[config.mk]
export PLATFORM = sky130hd
export DESIGN_NAME = sync_sdp_ram
export DESIGN_NICKNAME = d
export VERILOG_FILES = /design/src/rtl/ram_pkg.sv /design/src/rtl/ram_clear_seq.sv /design/src/rtl/sync_sdp_ram.sv
export SDC_FILE = /design/constraint.sdc
export NUM_CORES = 1
export LEC_CHECK = 0
export CAP_MARGIN = 5
export CORE_MARGIN = 4
export CORE_UTILIZATION = 62
export DETAILED_ROUTE_END_ITERATION = 10
export PLACE_DENSITY = 0.9
export SKIP_LAST_GASP = 1
export SLEW_MARGIN = 40
export SYNTH_ARGS = -nofsm -noshare
export SYNTH_HDL_FRONTEND = slang
export SYNTH_HIERARCHICAL = 1
export SYNTH_SLANG_ARGS = --single-unit
[constraint.sdc]
create_clock -name clk -period 3.5 [get_ports clk]
set_input_delay 0.875 -clock clk [delete_from_list [all_inputs] [get_ports clk]]
set_output_delay 0.875 -clock clk [all_outputs]
set_load 0.01 [all_outputs]
[src/rtl/ram_pkg.sv]
// Shared types and the byte-merge helper for the simple-dual-port RAM.
// byte_merge works on a fixed maximum width; callers zero-extend and truncate.
package ram_pkg;

  typedef enum logic {
    INIT = 1'b0,
    RUN  = 1'b1
  } ram_state_t;

  localparam int MAX_DW = 256;
  localparam int MAX_BE = MAX_DW / 8;

  function automatic logic [MAX_DW-1:0] byte_merge(
    input logic [MAX_DW-1:0] old_w,
    input logic [MAX_DW-1:0] new_w,
    input logic [MAX_BE-1:0] be
  );
    logic [MAX_DW-1:0] res;
    res = old_w;
    for (int i = 0; i < MAX_BE; i++) begin
      if (be[i]) begin
        res[8*i +: 8] = new_w[8*i +: 8];
      end else begin
        res[8*i +: 8] = old_w[8*i +: 8];
      end
    end
    return res;
  endfunction

endpackage

[src/rtl/ram_clear_seq.sv]
// Post-reset clear sequencer: walks every address once, then hands the
// array over to the user ports.
module ram_clear_seq
  import ram_pkg::*;
#(
  parameter int ADDR_WIDTH = 3
) (
  input  logic                  clk,
  input  logic                  rst_n,
  output logic                  clr_we,
  output logic [ADDR_WIDTH-1:0] clr_addr,
  output logic                  init_busy
);

  localparam logic [ADDR_WIDTH-1:0] LAST_ADDR = '1;

  ram_state_t            state_q;
  logic [ADDR_WIDTH-1:0] clr_ptr_q;
  logic                  init_busy_q;

  // Sequencer state, clear pointer and busy flag.
  always_ff @(posedge clk) begin
    if (!rst_n) begin
      state_q     <= INIT;
      clr_ptr_q   <= '0;
      init_busy_q <= 1'b1;
    end else begin
      case (state_q)
        INIT: begin
          clr_ptr_q <= clr_ptr_q + {{(ADDR_WIDTH-1){1'b0}}, 1'b1};
          if (clr_ptr_q == LAST_ADDR) begin
            state_q     <= RUN;
            init_busy_q <= 1'b0;
          end else begin
            state_q     <= INIT;
            init_busy_q <= 1'b1;
          end
        end
        RUN: begin
          state_q     <= RUN;
          clr_ptr_q   <= clr_ptr_q;
          init_busy_q <= 1'b0;
        end
        default: begin
          state_q     <= INIT;
          clr_ptr_q   <= '0;
          init_busy_q <= 1'b1;
        end
      endcase
    end
  end

  assign clr_we    = (state_q == INIT);
  assign clr_addr  = clr_ptr_q;
  assign init_busy = init_busy_q;

endmodule

[src/rtl/sync_sdp_ram.sv]
// Synchronous simple-dual-port RAM with byte enables, registered read,
// write-first bypass and a self-clearing array after reset.
module sync_sdp_ram
  import ram_pkg::*;
#(
  parameter int                    DATA_WIDTH = 16,
  parameter int                    ADDR_WIDTH = 3,
  parameter logic [DATA_WIDTH-1:0] INIT_VALUE = '0
) (
  input  logic                    clk,
  input  logic                    rst_n,
  input  logic                    we,
  input  logic [ADDR_WIDTH-1:0]   waddr,
  input  logic [DATA_WIDTH-1:0]   wdata,
  input  logic [DATA_WIDTH/8-1:0] wbe,
  input  logic                    re,
  input  logic [ADDR_WIDTH-1:0]   raddr,
  output logic [DATA_WIDTH-1:0]   rdata,
  output logic                    rvalid,
  output logic                    init_busy
);

  localparam int DEPTH = 2 ** ADDR_WIDTH;

  if (((DATA_WIDTH % 8) != 0) || (DATA_WIDTH > MAX_DW)) begin : g_width_check
    $fatal(1, "sync_sdp_ram: DATA_WIDTH must be a non-zero multiple of 8 within MAX_DW");
  end

  logic [DATA_WIDTH-1:0] mem_q [DEPTH];

  logic                  clr_we_s;
  logic [ADDR_WIDTH-1:0] clr_addr_s;
  logic                  init_busy_s;
  logic                  mem_we_s;
  logic [ADDR_WIDTH-1:0] mem_waddr_s;
  logic [DATA_WIDTH-1:0] mem_wdata_s;
  logic [DATA_WIDTH-1:0] wr_merged_s;
  logic [DATA_WIDTH-1:0] rd_word_s;
  logic [DATA_WIDTH-1:0] rdata_d, rdata_q;
  logic                  rvalid_d, rvalid_q;

  ram_clear_seq #(
    .ADDR_WIDTH(ADDR_WIDTH)
  ) u_clear_seq (
    .clk       (clk),
    .rst_n     (rst_n),
    .clr_we    (clr_we_s),
    .clr_addr  (clr_addr_s),
    .init_busy (init_busy_s)
  );

  // Write-port mux: the clear sequencer owns the array while busy.
  always_comb begin
    wr_merged_s = DATA_WIDTH'(byte_merge(MAX_DW'(mem_q[waddr]), MAX_DW'(wdata), MAX_BE'(wbe)));
    if (init_busy_s) begin
      mem_we_s    = clr_we_s;
      mem_waddr_s = clr_addr_s;
      mem_wdata_s = INIT_VALUE;
    end else begin
      mem_we_s    = we;
      mem_waddr_s = waddr;
      mem_wdata_s = wr_merged_s;
    end
  end

  // Read path; a same-address write is forwarded so the read sees post-write data.
  always_comb begin
    if (we && (waddr == raddr)) begin
      rd_word_s = wr_merged_s;
    end else begin
      rd_word_s = mem_q[raddr];
    end
    if (init_busy_s) begin
      rvalid_d = 1'b0;
      rdata_d  = rdata_q;
    end else if (re) begin
      rvalid_d = 1'b1;
      rdata_d  = rd_word_s;
    end else begin
      rvalid_d = 1'b0;
      rdata_d  = rdata_q;
    end
  end

  // Array storage; reset edges never write it.
  always_ff @(posedge clk) begin
    if (rst_n && mem_we_s) begin
      mem_q[mem_waddr_s] <= mem_wdata_s;
    end
  end

  // Registered read data and valid flag.
  always_ff @(posedge clk) begin
    if (!rst_n) begin
      rdata_q  <= '0;
      rvalid_q <= 1'b0;
    end else begin
      rdata_q  <= rdata_d;
      rvalid_q <= rvalid_d;
    end
  end

  assign rdata     = rdata_q;
  assign rvalid    = rvalid_q;
  assign init_busy = init_busy_s;

endmodule

# Yosys cells after proc, flatten, opt, wreduce, memory -nomap -nowiden
# Memories as Yosys holds them, arrays and structs flattened. A register that Yosys moved wholly into a read port is not among the register bits.
# Cells that the tools add are included.
dict set report word_totals {
  out_inout_bits 18
  memories 1
  ramBits 128
  word_cells 27
  reg_bits 6
  inputBits 28
}
# memory words word_bits rd rd_clocked_by_memory_dff wr line_no
set memory_table {}
lappend memory_table {mem_q 8 16 2 1 1 sync_sdp_ram.sv:29} ;# logic [DATA_WIDTH-1:0] mem_q [DEPTH];
dict set report classes {
  bitwise 3
  addsub 1
  eq_ne 1
  n_reduce_logical 4
  mux 13
}
# operator n
set ops {}
lappend ops {{16-bit two-way mux} 1}
lappend ops {{8-bit two-way mux} 2}
lappend ops {{1-bit two-way mux} 6}
lappend ops {{3-bit two-way mux} 2}
lappend ops {{1-bit case mux with 2 select lines} 2}
lappend ops {{3-bit by 1-bit adder with 3-bit output (second input constant)} 1}
lappend ops {{3-bit == test (second input constant)} 1}
lappend ops {{1-bit inverter} 3}
lappend ops {{2-bit AND reduction} 1}
lappend ops {{2-bit OR reduction} 1}
lappend ops {{1-bit logical AND} 1}
lappend ops {{1-bit logical NOT} 1}

# Depth between registers and ports, before layout
# Gate-level depths: netlist of the first run.
dict set report logic_depth {
  ltp_word 5
  ltp_mapped 9
  ltp_nobuf 6
}

# Hierarchy
# Netlist of the first run, hierarchy kept.
# module instances area_per_inst_um2 cells_per_inst seq_area_each_um2
set by_module_without_submodules {}
lappend by_module_without_submodules {sync_sdp_ram 1 6857.8 451 4184.0}
lappend by_module_without_submodules {ram_clear_seq 1 196.4 17 100.1}

# Worst setup path before layout of the first run
# OpenSTA, ideal clock, no wires.
dict set report synth_path {
  kind {in2reg}
  from {input port we}
  to {memory mem_q[1][0] (enable)}
  cell_stages 4
  setup_slack_ns 0.941
  arrival_time_ns 2.170
  path_buffers 0
  required_time_ns 3.112
  setup_time_ns 0.388
  path_cell_list {mux2_2 -> nand2_1 -> or2_2 -> nor2_1}
}
dict set report synth_between {
  elab_chain_len 4
}
# element line_no
set synth_lines {}
lappend synth_lines {{start, declared} sync_sdp_ram.sv:12} ;# input logic we,
lappend synth_lines {{1-bit two-way mux} sync_sdp_ram.sv:55} ;# if (init_busy_s) begin
lappend synth_lines {{1-bit logical AND} sync_sdp_ram.sv:87} ;# if (rst_n && mem_we_s) begin
lappend synth_lines {{1-bit two-way mux} sync_sdp_ram.sv:87}
lappend synth_lines {{1-bit two-way mux (implied by the code)} sync_sdp_ram.sv:88} ;# mem_q[mem_waddr_s] <= mem_wdata_s;
lappend synth_lines {{end, declared} sync_sdp_ram.sv:29}
# No other way between the ends.

==> results of run 1 <==
cell families (layout without fill, tap and decap cells):
kind of cell               after synthesis  after routing  share of synthesized area (%)
buffers and inverters                   53            118                          3.423
AOI/OAI and AO/OA                       65             65                          7.715
xor gates and xnor gates                 4              4                         0.4966
DFF                                    150            150                          60.73
muxes                                  118            118                          22.67
adders and majority gates                2              2                         0.3547
and+or+nand+nor                         76             76                          4.611
power by group through the flow:
stage | Sequential [mW] | Clock, mW | Combinational [mW]
5_1_grt | 1.99 | 1.97 | 0.353
2_1_floorplan | 2.02 | 0 | 0.216
6_report | 1.99 | 1.87 | 0.335
3_5_place_dp | 2.03 | 0 | 0.325
4_1_cts | 1.99 | 1.89 | 0.329
3_3_place_gp | 2.02 | 0 | 0.315
per-stage QoR:
step	utilization, %	hold WS [ps]
2_1_floorplan	-	512.5
3_3_place_gp	70.19	470.8
3_5_place_dp	70.19	489.1
4_1_cts	75.73	502.1
5_1_grt	75.75	507.1
6_report	75.75	498.1
worst register-to-register path, stage by stage (launching register included):
cell,delay [ps]
dfxtp_1,710
mux2i_1,510
xnor2_1,210
o41ai_4,320
buf_4,340
nor2_1,90
a221o_1,290
worst max-delay path by stage:
stage	endpoint	cells after the start	from	slack, ps
after CTS	rdata[2]$_SDFFE_PN0P_	6	waddr[1]	690
after floorplan	mem_q[1][0]$_DFFE_PP_	4	we	940
final	rdata[2]$_SDFFE_PN0P_	7	waddr[1]	810
after detailed placement	rdata[2]$_SDFFE_PN0P_	6	waddr[1]	240
after global routing	rdata[5]$_SDFFE_PN0P_	7	waddr[1]	730
after global placement	rdata[8]$_SDFFE_PN0P_	6	waddr[1]	360
routing by layer:
metal	global-route usage, %	routed length, um
met1	34.67	6318
met2	46.53	8705
met3	7.664	1799
met4	16.71	915
met5	0	0
cells in the final DEF, fill, tap and decap left out, drive strengths merged, types with 4 or more instances in the layout:
cell type        n
edfxtp         128
clkinvlp         4
dfxtp           22
nand2b           4
clkdlybuf4s50   43
o41a            15
buf             25
inv             18
mux2i           85
mux4            32
a221o           16
clkinv           5
a21oi           15
xnor2            4
nor2            56
o22ai           16
clkbuf          20
state kept, by name, summed over array words and instances, names as in the netlist:
name                   cells
mem_q                    128
rdata                     16
u_clear_seq/state_q        1
u_clear_seq/init_busy      1
u_clear_seq/clr_addr       3
rvalid                     1
layout make-up:
type	instances	share of cell area [%]
sequential	150	51.50
multi-input combinational	265	30.41
timing repair buffer	68	7.851
clock buffer	20	5.490
tap	140	2.106
clock inverter	12	1.835
inverter	18	0.8122
==> results.py, run 1 <==
metrics = {
    "worst_setup_path": {
        "rr_endpoint": "rdata[2]$_SDFFE_PN0P_",
        "cp_num_buf_inv": 2,
        "end_kind": "register",
        "r2r_cells": 6,
        "cpMaxStageDelayCell": "clkdlybuf4s50_1",
        "cp.required_ps": 3800,
        "cp_top_family": "buffers and inverters",
        "worst_ep_arrival_time_ps": 3000,
        "r2r_slack_ps": 910,
        "crit_type": "input port to register",
        "crit_path_start_kind": "input port",
        "crit_chain": "clkdlybuf4s50_1, mux2i_1, xnor2_1, o41ai_4, buf_4, nor2_1, a221o_1",
        "path_max_fanout": 16,
        "max_stage_delay_ps": 470,
        "crit-reg2reg-launch": "u_clear_seq/init_busy$_SDFF_PN1_",
    },
    "floorplan": {
        "ios": 46,
        "start_util_pct": 64.23,
        "dieHeight_um": 114.7,
        "die_w_um": 114.7,
        "design.core.area_mm2": 0.01098,
        "rows": 38,
        "die_area_mm2": 0.01315,
    },
    "logic_synthesis": {
        "yosys-top-cells-count": "edfxtp_1 (128), mux2i_1 (83), nor2_1 (56), mux4_2 (32), dfxtp_1 (22)",
        "yosysTopAreaCell": "edfxtp_1",
        "synth_area_leaders": "edfxtp_1 (54%), mux2i_1 (12%), mux4_2 (10%)",
        "synth.most_common_cell": "edfxtp_1",
        "synth_cell_types": 32,
        "ys_warn_count": 6,
        "synth_cells": 468,
        "synth_top_area_share_pct": 54.49,
        "syn_area_per_cell_um2": 15.07,
        "yosys_most_used_dff": "edfxtp_1",
        "syn_nets": 498,
        "async_flop_share_pct": 0,
        "synth_edf_count": 128,
        "synth-seq-cells": 150,
        "synth-seq-area-share_pct": 60.73,
        "syn_area_mm2": 0.007054,
    },
    "sta": {
        "setup_tns_ps": 0,
        "slew_headroom_pct": 41.52,
        "grt_setup_unrepaired": "false",
        "setup_viol": 0,
        "fin_ws_ps": 807.0,
        "finalClockSkew_ps": 6.135,
        "finalHoldViolCount": 0,
        "fmax_mhz": 371.3,
        "worstMarginPinSlew_ps": 874.5,
        "period_share_pct": 76.94,
        "slew_viol_final": 0,
        "fin_crit_ps": 2693,
    },
    "grt": {
        "grt_max_degree": 33,
        "gr-usage-all-layers_pct": 28.70,
        "grt_pass1_wl_um": 27100,
        "grt_pass1_vias": 4907,
        "antenna_found_initial": 0,
        "grt_remaining_overflow": 0,
    },
    "placed_design": {
        "hpwl_um": 10060,
        "placedCellCount": 641,
        "gp_congestion": 0.8423,
        "pre_cts_ws_ps": 235.6,
        "portBuffers": 45,
        "place_area_mm2": 0.007709,
    },
    "power_and_ir_drop": {
        "pwr-share-clk_pct": 44.6,
        "switching_share_pct": 22.00,
        "internal_power_mw": 3.274,
        "p_total_mw": 4.197,
        "vdd.ir_drop.worst_uv": 531.4,
        "comb_power_share_pct": 8.0,
        "p_leak_nw": 3.084,
        "p_seq_share_pct": 47.4,
        "power-per-cell-area_mw_per_mm2": 504.5,
        "p_sw_mw": 0.9234,
    },
    "cts": {
        "post_cts_buffers": 0,
        "cts-buffers-inserted": 17,
        "htree_levels": 4,
        "cts-root-buf": "clkbuf_16",
        "cts_tree": "yes",
        "cts_max_path_buffers": 2,
        "clkTransAtPathRegs_ps": 60,
        "insertion_delay_ps": 430,
        "cts-hold-fix-buffers": 0,
        "clock-sinks": 150,
        "cts-resized-gates": 0,
    },
    "layout": {
        "num_antenna_cells": 0,
        "final-instance-count-excl-fill": 673,
        "num-nets-final": 550,
        "register_area_mm2": 0.004284,
        "area_growth_pct": 17.93,
        "drive_gt1_share_pct": 17.82,
        "multi_input_area_mm2": 0.002530,
        "post-route-cell-area_mm2": 0.008319,
        "n_fill_cell": 625,
    },
    "detailed_routing": {
        "drtAntennaViolNets": 0,
        "routedWlPerCell_um": 26.36,
        "first_pass_iters": 5,
        "drt-vias-per-instance": 6.889,
        "drt-total-wl_um": 17740,
        "vias": 4636,
        "drc": 0,
        "detail_route.iter0.violations": 530,
    },
    "flow_run": {
        "cap_violations": 0,
    },
    "worst_hold_path": {
        "hold_path_end": "rdata[9]$_SDFFE_PN0P_",
        "min_path_type": "register to register",
        "hold_start": "rdata[9]$_SDFFE_PN0P_",
        "min_path_cells": 1,
    },
    "status": {
        "status": "finished clean",
    },
}
Note: power is estimated with default switching activity, not from simulation.
==> inputs of run 2 (changes only) <==
Settings changed: CORE_UTILIZATION 62 to 53, PLACE_DENSITY 0.9 to 0.83.
Clock period 3.5 ns to 2.4 ns, I/O delays scaled along.
==> run 2 against run 1 <==
Compared with the run above: sequential cell count unchanged; clock power increased by 37%; clock skew increased by 10 ps; sequential power increased by 46%; critical path type is now register to output pin; highest routed layer unchanged.
==> results.py, run 2 (synthesis results as in run 1) <==
metrics = {
    "layout": {
        "post-route-util_pct": 68.04,
        "drive_gt1_share_pct": 23.30,
        "mostFrequentLayoutCells": "edfxtp_1 (128), mux2i_1 (83), nor2_1 (56), buf_4 (56), clkdlybuf4s50_1 (43)",
        "n_fill_cell": 825,
        "num_antenna_cells": 0,
        "largest_reg_flops": 128,
        "largest_register": "mem_q",
        "num-nets-final": 592,
        "area_growth_pct": 23.70,
        "final_common_cell": "edfxtp_1",
    },
    "floorplan": {
        "die_area_mm2": 0.01522,
        "die_w_um": 123.4,
        "design.core.area_mm2": 0.01282,
        "dieHeight_um": 123.4,
        "rows": 41,
        "start_util_pct": 55.00,
        "ios": 46,
    },
    "status": {
        "status": "finished clean",
    },
    "worst_setup_path": {
        "cp.required_ps": 1800,
        "crit_chain": "clkdlybuf4s50_1",
        "crit_path_start_kind": "register",
        "path_depth": 1,
        "worst_ep_arrival_time_ps": 1690,
        "max_stage_delay_ps": 630,
        "r2r_cells": 6,
        "cp_top_family": "flip-flops",
        "end_kind": "output pin",
        "cp_num_buf_inv": 1,
        "crit_type": "register to output pin",
        "path_max_fanout": 8,
        "cpMaxStageDelayCell": "dfxtp_1",
    },
    "power_and_ir_drop": {
        "p_sw_mw": 1.313,
        "switching_share_pct": 21.89,
        "comb_power_share_pct": 8.9,
        "internal_power_mw": 4.687,
        "p_total_mw": 6.000,
        "power-per-cell-area_mw_per_mm2": 687.6,
        "pwr-share-clk_pct": 42.8,
        "p_seq_share_pct": 48.4,
        "p_leak_nw": 3.318,
        "vdd.ir_drop.worst_uv": 549.5,
    },
    "sta": {
        "slew_viol_final": 0,
        "finalHoldViolCount": 0,
        "finalClockSkew_ps": 16.37,
        "fin_ws_ps": 111.8,
        "worstMarginPinSlew_ps": 499.9,
        "fmax_mhz": 437.0,
        "fin_crit_ps": 2288,
        "grt_setup_unrepaired": "false",
        "slew_headroom_pct": 66.63,
        "setup_viol": 0,
        "period_share_pct": 95.34,
        "setup_tns_ps": 0,
    },
    "detailed_routing": {
        "drt-total-wl_um": 17910,
        "detail_route.iter0.violations": 472,
        "drtAntennaViolNets": 0,
        "vias": 4706,
        "drc": 0,
        "drt-vias-per-instance": 6.300,
        "routedWlPerCell_um": 23.97,
        "first_pass_iters": 5,
    },
    "cts": {
        "clock-sinks": 150,
        "cts-buffers-inserted": 17,
        "htree_levels": 4,
        "cts_max_path_buffers": 2,
        "cts-resized-gates": 0,
        "cts-hold-fix-buffers": 0,
        "cts-root-buf": "clkbuf_16",
        "post_cts_buffers": 0,
        "clkTransAtPathRegs_ps": 60,
        "insertion_delay_ps": 430,
        "cts_tree": "yes",
    },
    "grt": {
        "grt_pass1_vias": 5069,
        "grt_max_degree": 25,
        "grt_pass1_wl_um": 27690,
        "antenna_found_initial": 0,
        "gr-usage-all-layers_pct": 24.96,
        "grt_remaining_overflow": 0,
    },
    "worst_hold_path": {
        "min_path_type": "register to register",
        "min_path_cells": 1,
    },
    "placed_design": {
        "gp_congestion": 0.8667,
        "hpwl_um": 12010,
        "portBuffers": 45,
        "pre_cts_ws_ps": -177.8,
    },
    "flow_run": {
        "cap_violations": 0,
    },
}
[run 2: cell types whose count changed in the layout (fill, tap and decap cells not counted), moves of 2 or more]
cell        delta
clkbuf_1       +2
clkinv_4       -2
bufinv_16      -2
buf_4         +35
clkbuf_8       +3
buf_12         +7
clkinvlp_4     -2
[run 2: power by group through the flow]
stage	sequential, mW	combinational (mW)	clock (mW)
3_3_place_gp	2.95	0.506	0
6_report	2.90	0.532	2.57
5_1_grt	2.91	0.562	2.70
4_1_cts	2.90	0.526	2.59
2_1_floorplan	2.94	0.314	0
3_5_place_dp	2.96	0.521	0
[run 2: worst paths after layout]
check,from,end,slack (ps)
worst max-delay path,u_clear_seq/init_busy$_SDFF_PN1_,init_busy,110
worst min-delay path,rdata[8]$_SDFFE_PN0P_,rdata[8]$_SDFFE_PN0P_,490
worst max register to register,u_clear_seq/init_busy$_SDFF_PN1_,rdata[3]$_SDFFE_PN0P_,180
worst min register to register,rdata[8]$_SDFFE_PN0P_,rdata[8]$_SDFFE_PN0P_,490
[run 2: metal layers]
layer / vias to the layer above / global-route usage, % / wire length (um)
met5: - / 0 / 0
met2: 231 / 43.63 / 9473
met3: 67 / 5.169 / 1110
met1: 2366 / 29.48 / 6678
met4: 0 / 11.76 / 644
li1: 2042 / - / -
[run 2: cell type report]
cell class	count	area [um2]	area share, %
Clock buffer	25	505.5	5.793
Clock inverter	7	68.82	0.7886
Inverter	18	67.56	0.7743
Multi-Input combinational cell	265	2529	28.98
Sequential cell	150	4284	49.10
Tap cell	172	215.2	2.466
Timing Repair Buffer	110	1056	12.10
[run 2: per-stage QoR]
step,instance area [um2],std cells,hold slack (ps)
after floorplan,7054,468,512.5
after global placement,8152,715,470.7
after detailed placement,8152,715,474.4
after CTS,8726,747,491.8
after global routing,8726,747,505.1
final,8726,747,493.6
==> inputs of run 3 (changes only) <==
Settings changed: CORE_ASPECT_RATIO set to 0.5.
==> run 3 against run 2 <==
Compared with the run above: design area hardly changed; non-clock buffer count increased by 3; global-route usage down 0.67 points; critical path depth stayed put; first-iteration DRC count up 33%; routed wire length is 0.96% higher.
==> results.py, run 3 (synthesis results as in run 1) <==
metrics = {
    "cts": {
        "cts_tree": "yes",
        "cts-buffers-inserted": 17,
        "clock-sinks": 150,
        "cts_max_path_buffers": 2,
        "htree_levels": 4,
        "cts-resized-gates": 0,
        "insertion_delay_ps": 420,
        "cts-root-buf": "clkbuf_16",
        "cts-hold-fix-buffers": 0,
        "clkTransAtPathRegs_ps": 60,
        "post_cts_buffers": 0,
    },
    "grt": {
        "grt_remaining_overflow": 0,
        "grt_pass1_vias": 4863,
        "gr-usage-all-layers_pct": 24.29,
        "grt_max_degree": 27,
        "grt_pass1_wl_um": 27300,
        "antenna_found_initial": 0,
    },
    "worst_hold_path": {
        "min_path_type": "register to register",
        "hold_start": "rdata[15]$_SDFFE_PN0P_",
    },
    "sta": {
        "worstMarginPinSlew_ps": 415.7,
        "slew_viol_final": 0,
        "fin_crit_ps": 2206,
        "slew_headroom_pct": 72.25,
        "fin_ws_ps": 194.2,
        "fmax_mhz": 453.3,
        "grt_setup_unrepaired": "false",
        "setup_tns_ps": 0,
        "period_share_pct": 91.91,
        "finalHoldViolCount": 0,
        "setup_viol": 0,
        "finalClockSkew_ps": 8.662,
    },
    "detailed_routing": {
        "drc": 0,
        "vias": 4815,
        "first_pass_iters": 6,
        "drtAntennaViolNets": 0,
        "detail_route.iter0.violations": 630,
        "drt-total-wl_um": 18080,
        "routedWlPerCell_um": 24.17,
        "drt-vias-per-instance": 6.437,
    },
    "worst_setup_path": {
        "cp_num_buf_inv": 1,
        "cpMaxStageDelayCell": "clkdlybuf4s50_1",
        "end_kind": "output pin",
        "max_stage_delay_ps": 620,
        "worst_ep_arrival_time_ps": 1610,
        "crit_chain": "clkdlybuf4s50_1",
        "cp_top_family": "buffers and inverters",
        "path_max_fanout": 7,
        "crit_start": "u_clear_seq/init_busy$_SDFF_PN1_",
        "cp.required_ps": 1800,
        "crit-reg2reg-launch": "u_clear_seq/init_busy$_SDFF_PN1_",
        "crit_path_start_kind": "register",
        "crit_type": "register to output pin",
    },
    "floorplan": {
        "ios": 46,
        "die_area_mm2": 0.01533,
        "start_util_pct": 54.92,
        "die_w_um": 171.2,
        "design.core.area_mm2": 0.01284,
        "dieHeight_um": 89.58,
        "rows": 29,
    },
    "status": {
        "status": "finished clean",
    },
    "layout": {
        "num_antenna_cells": 0,
        "largest_reg_flops": 128,
        "largest_register": "mem_q",
        "n_fill_cell": 822,
        "post-route-util_pct": 67.92,
        "area_growth_pct": 23.68,
        "num-nets-final": 595,
        "final_common_cell": "edfxtp_1",
        "mostFrequentLayoutCells": "edfxtp_1 (128), mux2i_1 (83), buf_4 (60)",
        "post-route-cell-area_mm2": 0.008725,
        "drive_gt1_share_pct": 23.53,
    },
    "placed_design": {
        "portBuffers": 45,
        "pre_cts_ws_ps": -185.1,
        "gp_congestion": 0.9226,
        "place_area_mm2": 0.008159,
        "hpwl_um": 11780,
    },
    "flow_run": {
        "cap_violations": 0,
    },
    "power_and_ir_drop": {
        "p_total_mw": 6.008,
        "vdd.ir_drop.worst_uv": 571.0,
        "p_leak_nw": 3.317,
        "power-per-cell-area_mw_per_mm2": 688.6,
    },
}
## run 3: routing by layer
layer / part of all wire (%) / track usage (%) / vias to the layer above / wire (um)
met5: 0 / 0 / - / 0
met4: 3.0 / 11.43 / 0 / 541
met3: 10 / 5.553 / 59 / 1824
met2: 48 / 40.24 / 330 / 8736
met1: 39 / 31.25 / 2383 / 6976
li1: - / - / 2043 / -
## run 3: power by group
group / internal, mW / switching [mW]
sequential: 2.87 / 0.0351
combinational: 0.259 / 0.278
clock: 1.53 / 1.04
## run 3: path summary, 6_finish.rpt
check / end / slack (ps) / cells after the start
setup / recovery: init_busy / 190 / 1
hold / removal: rdata[15]$_SDFFE_PN0P_ / 490 / 1
setup reg to reg: mem_q[1][3]$_DFFE_PP_ / 260 / 5
hold reg to reg: rdata[15]$_SDFFE_PN0P_ / 490 / 1
## run 3: per-stage QoR
| stage | std cells | hold WS [ps] |
|---|---|---|
| 2_1_floorplan | 468 | 512.5 |
| 3_3_place_gp | 716 | 473.9 |
| 3_5_place_dp | 716 | 474.4 |
| 4_1_cts | 748 | 489.8 |
| 5_1_grt | 748 | 507.9 |
| 6_report | 748 | 486.5 |
## run 3: area by class of cell
type / instances / area (um2) / area share, %
Sequential cell: 150 / 4284 / 49.10
Multi-Input combinational cell: 265 / 2529 / 28.98
Timing Repair Buffer: 113 / 1066 / 12.22
Clock buffer: 20 / 436.7 / 5.005
Tap cell: 170 / 212.7 / 2.438
Clock inverter: 12 / 128.9 / 1.477
Inverter: 18 / 67.56 / 0.7744
